[src/rtl/serial_add_pkg.sv]
// Shared types and helpers for the bit-serial word adder/subtractor.
package serial_add_pkg;

  typedef enum logic [1:0] {
    StIdle,
    StRun,
    StDone
  } sw_state_t;

  // Bit-counter width for a given word width (at least one bit).
  function automatic int unsigned cnt_width(input int unsigned width);
    return (width > 1) ? $clog2(width) : 1;
  endfunction

  // Subtraction runs as a + ~b + ~borrow_in, so the borrow is inverted on entry.
  function automatic logic carry_init(input logic cin, input logic sub);
    return cin ^ sub;
  endfunction

endpackage

[src/rtl/full_add_bit.sv]
// Combinational one-bit full adder used by the serial datapath.
module full_add_bit (
  input  logic a_i,
  input  logic b_i,
  input  logic c_i,
  output logic s_o,
  output logic co_o
);

  assign s_o  = a_i ^ b_i ^ c_i;
  assign co_o = (a_i & b_i) | (a_i & c_i) | (b_i & c_i);

endmodule

[src/rtl/serial_word_add.sv]
// Bit-serial word adder/subtractor, LSB first, with parallel result at word end.
// Define SERIAL_WORD_ADD_SUB_EN to compile in the subtract path; otherwise sub_i is ignored.
module serial_word_add
  import serial_add_pkg::*;
#(
  parameter int unsigned WIDTH = 8
) (
  input  logic             clk_i,
  input  logic             rst_ni,
  input  logic             start_i,
  input  logic             cin_i,
  input  logic             sub_i,
  input  logic             in_valid_i,
  input  logic             a_bit_i,
  input  logic             b_bit_i,
  output logic             s_bit_o,
  output logic             s_valid_o,
  output logic [WIDTH-1:0] sum_o,
  output logic             cout_o,
  output logic             ovf_o,
  output logic             done_o,
  output logic             busy_o
);

  localparam int unsigned CntW = cnt_width(WIDTH);
  localparam logic [CntW-1:0] LastIdx = CntW'(WIDTH - 1);

  sw_state_t        state_q, state_d;
  logic [CntW-1:0]  cnt_q, cnt_d;
  logic             carry_q, carry_d;
  logic [WIDTH-1:0] sr_q, sr_d;
  logic [WIDTH-1:0] sum_q, sum_d;
  logic             s_bit_q, s_bit_d;
  logic             s_valid_q, s_valid_d;
  logic             cout_q, cout_d;
  logic             ovf_q, ovf_d;
  logic             done_q, done_d;

  logic             sub_q;
  logic             sub_start;
  logic             b_eff;
  logic             fa_s;
  logic             fa_co;

`ifdef SERIAL_WORD_ADD_SUB_EN
  always_ff @(posedge clk_i or negedge rst_ni) begin
    if (!rst_ni) begin
      sub_q <= 1'b0;
    end else if (state_q == StIdle && start_i) begin
      sub_q <= sub_i;
    end
  end

  assign sub_start = sub_i;
  assign b_eff     = b_bit_i ^ sub_q;
`else
  logic unused_sub;
  assign unused_sub = sub_i;
  assign sub_q      = 1'b0;
  assign sub_start  = 1'b0;
  assign b_eff      = b_bit_i;
`endif

  full_add_bit u_full_add_bit (
    .a_i  (a_bit_i),
    .b_i  (b_eff),
    .c_i  (carry_q),
    .s_o  (fa_s),
    .co_o (fa_co)
  );

  always_comb begin
    state_d   = state_q;
    cnt_d     = cnt_q;
    carry_d   = carry_q;
    sr_d      = sr_q;
    sum_d     = sum_q;
    s_bit_d   = s_bit_q;
    s_valid_d = 1'b0;
    cout_d    = cout_q;
    ovf_d     = ovf_q;
    done_d    = 1'b0;

    unique case (state_q)
      StIdle: begin
        if (start_i) begin
          state_d = StRun;
          cnt_d   = '0;
          carry_d = carry_init(cin_i, sub_start);
        end
      end
      StRun: begin
        if (in_valid_i) begin
          s_bit_d   = fa_s;
          s_valid_d = 1'b1;
          carry_d   = fa_co;
          // Sum bits enter at the MSB end so the LSB lands at bit 0 after WIDTH shifts.
          sr_d      = {fa_s, sr_q[WIDTH-1:1]};
          if (cnt_q == LastIdx) begin
            state_d = StDone;
            sum_d   = {fa_s, sr_q[WIDTH-1:1]};
            cout_d  = fa_co ^ sub_q;
            ovf_d   = carry_q ^ fa_co;
            done_d  = 1'b1;
          end else begin
            cnt_d = cnt_q + CntW'(1);
          end
        end
      end
      StDone: begin
        state_d = StIdle;
      end
      default: begin
        state_d = StIdle;
      end
    endcase
  end

  always_ff @(posedge clk_i or negedge rst_ni) begin
    if (!rst_ni) begin
      state_q   <= StIdle;
      cnt_q     <= '0;
      carry_q   <= 1'b0;
      sr_q      <= '0;
      sum_q     <= '0;
      s_bit_q   <= 1'b0;
      s_valid_q <= 1'b0;
      cout_q    <= 1'b0;
      ovf_q     <= 1'b0;
      done_q    <= 1'b0;
    end else begin
      state_q   <= state_d;
      cnt_q     <= cnt_d;
      carry_q   <= carry_d;
      sr_q      <= sr_d;
      sum_q     <= sum_d;
      s_bit_q   <= s_bit_d;
      s_valid_q <= s_valid_d;
      cout_q    <= cout_d;
      ovf_q     <= ovf_d;
      done_q    <= done_d;
    end
  end

  assign s_bit_o   = s_bit_q;
  assign s_valid_o = s_valid_q;
  assign sum_o     = sum_q;
  assign cout_o    = cout_q;
  assign ovf_o     = ovf_q;
  assign done_o    = done_q;
  assign busy_o    = (state_q != StIdle);

endmodule

[config.mk]
export PLATFORM = sky130hd
export DESIGN_NAME = serial_word_add
export DESIGN_NICKNAME = d
export VERILOG_FILES = /design/src/rtl/serial_add_pkg.sv /design/src/rtl/full_add_bit.sv /design/src/rtl/serial_word_add.sv
export SDC_FILE = /design/constraint.sdc
export NUM_CORES = 1
export LEC_CHECK = 0
export CAP_MARGIN = 25
export CORE_AREA = 2 2 56 53
export CTS_BUF_LIST = sky130_fd_sc_hd__clkbuf_16
export DETAILED_ROUTE_END_ITERATION = 10
export DIE_AREA = 0 0 58 55
export PLACE_DENSITY = 0.71
export SYNTH_ARGS = -nofsm -noshare
export SYNTH_HDL_FRONTEND = slang
export SYNTH_HIERARCHICAL = 1
export SYNTH_SLANG_ARGS = --single-unit
[constraint.sdc]
create_clock -name clk_i -period 1.7 [get_ports clk_i]
set_clock_uncertainty 0.1 [all_clocks]
set_input_delay 0.17 -clock clk_i [delete_from_list [all_inputs] [get_ports clk_i]]
set_output_delay 0.17 -clock clk_i [all_outputs]
set_load 0.02 [all_outputs]
==> flow_summary.json <==
{
  "core_area_um2": 2610,
  "initial_core_util": 0.424,
  "cts_tree": "yes",
  "synth_top_area_cell": "dfrtp_1",
  "critPathKind": "flip-flop to flip-flop",
  "syn_nets": 87,
  "cp_max_fo": 3,
  "slew_headroom": 0.781,
  "area_growth_pct": 34.2,
  "setup_viol": 0,
  "min_period_over_period": 0.964,
  "grt_max_degree": 26,
  "drt_iter0_markers": 10,
  "drive_above_1_share": 0.240,
  "worstHoldPathType": "input pin to asynchronous set/reset pin",
  "yosysTopAreaCellShare": 0.564,
  "num_vias": 693,
  "fillers": 224,
  "ys_seq_elements": 25,
  "rsz0062_at_grt": "no",
  "crit_arrival_ns": 1.68,
  "max_freq_ghz": 0.610,
  "tns_ns": 0,
  "postCtsSetupBuffers": 0,
  "die_h_um": 55,
  "dieWidth_um": 58,
  "yosysUniqueCellTypes": 28,
  "placed_cell_area_um2": 1390,
  "most-common-layout-cells": "25 x dfrtp_1, 19 x clkdlybuf4s50_1, 11 x mux2_1, 8 x buf_4, 4 x mux2_4",
  "vias_per_cell": 5.17,
  "grt_pass1_wl_um": 3270,
  "die_area_um2": 3190,
  "setup_ws_ns": 0.0616,
  "worst_hold_slack_ns": 0.173,
  "grt_overflow": 0,
  "synth.yosys.seq_area_share": 0.564,
  "cts.path.max_buffers": 2,
  "antenna-diode-count": 0,
  "cts_sinks": 25,
  "dr.pass1.iters": 2,
  "period_minus_slack_ns": 1.64,
  "p_leak_nw": 0.686,
  "h-tree-depth": 1,
  "startpoint_type": "flip-flop",
  "drc": 0,
  "portBuffers": 20,
  "routed_wl_um": 1940,
  "wl_per_cell_um": 14.5,
  "hold_viol": 0,
  "required_ns": 1.74,
  "cts_buffers": 3,
  "powerDensity_nw_per_um2": 1920,
  "io_pins": 22,
  "syn_area_per_cell_um2": 14.6,
  "yosys_warnings": 6,
  "clkTransAtPathRegs_ns": 0.06,
  "gp_congestion": 0.781,
  "nNetsFinal": 116,
  "rows": 18,
  "grt_pass1_vias": 698,
  "cts-root-buf": "clkbuf_16",
  "status": "completed",
  "hold_buffers": 0,
  "ir_drop_mv": 1.22,
  "end_kind": "flip-flop",
  "synthTopCellsByArea": "dfrtp_1 56%, mux2_1 11%, mux2_4 5.4%",
  "stdcell_area_um2": 1490,
  "syn_area_um2": 1110,
  "clock_latency_ns": 0.25,
  "synth_cells": 76,
  "finalPower_mw": 2.86,
  "antenna_found_initial": 0,
  "layout_commonest_cell": "dfrtp_1",
  "worst_slew_pin_slew_ns": 0.328,
  "grt_usage": 0.141,
  "dp_slack_ns": -0.00378,
  "slew_viol_final": 0,
  "final_antenna_net_count": 0,
  "hpwl_um": 1350,
  "cap_violations": 0
}
## cell usage after synthesis
cell and count:
nand2_1 2, a22o_1 3, o21bai_1 1, buf_4 1
buf_6 1, mux2i_1 2, buf_2 2, nand4b_4 1
mux2_1 11, o31ai_1 1, nor4bb_1 2, o21ai_1 1
mux2_4 4, inv_1 2, o31a_1 1, fa_1 1
nor2_1 1, a31oi_1 1, xnor2_1 1, mux2_2 2
or2_1 1, clkinv_2 1, dfrtp_1 25, nand2b_1 2
a21o_1 2, o21ai_0 1, ha_1 2, or2_2 1
## state kept, by name (all words and copies together), names as in the netlist
signal and cells:
carry_q 1, cnt_q 3, cout_o 1, done_o 1
ovf_o 1, s_valid_o 1, sr_q 7, state_q 2
sum_o 8
## cell type report
type / count / area (um^2) / area share
inverters: 3 / 12.5 / 0.00841
clock inverters: 1 / 7.51 / 0.00505
repair buffers: 28 / 259 / 0.174
flip-flops and latches: 25 / 626 / 0.421
well taps: 30 / 37.5 / 0.0252
multi-input cells: 44 / 470 / 0.316
clock buffers: 3 / 75.1 / 0.0505
## critical path: stages (launching register included)
cell and delay (ns):
dfrtp_1 0.40, ha_2 0.20, ha_4 0.17, nand2b_4 0.15, mux2_1 0.31, a22o_1 0.21
## cells by family after synthesis
group                    Yosys count  share of synthesized area
AO/OA/AOI/OAI                     11                     0.0734
XOR/XNOR                           1                    0.00790
adder cells (fa/ha/maj)            3                     0.0406
buffers and inverters              7                     0.0372
flip-flops                        25                      0.564
multiplexers                      19                      0.204
AND/OR/NAND/NOR                   10                     0.0722
## per-stage QoR
step	cells	util
after global placement	130	0.531
after floorplan	76	-
final	134	0.569
after CTS	134	0.562
after global routing	134	0.569
after detailed placement	130	0.531
## routing by layer
layer | part of all wire | vias to the layer above | global-route usage
met3 | 0.044 | 2 | 0.0419
met5 | 0 | - | 0
li1 | - | 325 | -
met4 | 0.0057 | 0 | 0.0349
met1 | 0.43 | 351 | 0.178
met2 | 0.52 | 15 | 0.241
## where the power goes
part,internal (mW),total [mW],switching [mW]
logic,0.738,1.28,0.543
clock network,0.319,0.518,0.199
registers,0.872,1.06,0.188
total,1.93,2.86,0.930
## final timing paths
path                               start  endpoint  slack, ns  depth (start not counted)
worst min register to register    cout_o    cout_o       0.39                          1
worst max-delay path            cnt_q[1]  cnt_q[0]       0.06                          5
worst max register to register  cnt_q[1]  cnt_q[0]       0.06                          5
max in group asynchronous         rst_ni  sum_o[5]       1.07                          2
worst min-delay path              rst_ni  sum_o[1]       0.17                          2
min in group clk_i                cout_o    cout_o       0.39                          1
## timing repair
item | CTS | global route
pin swaps | 0 | 2
gates resized for setup | 1 | 3
setup endpoints to repair | 1 | 3
Power figures use the tool's default switching activity.
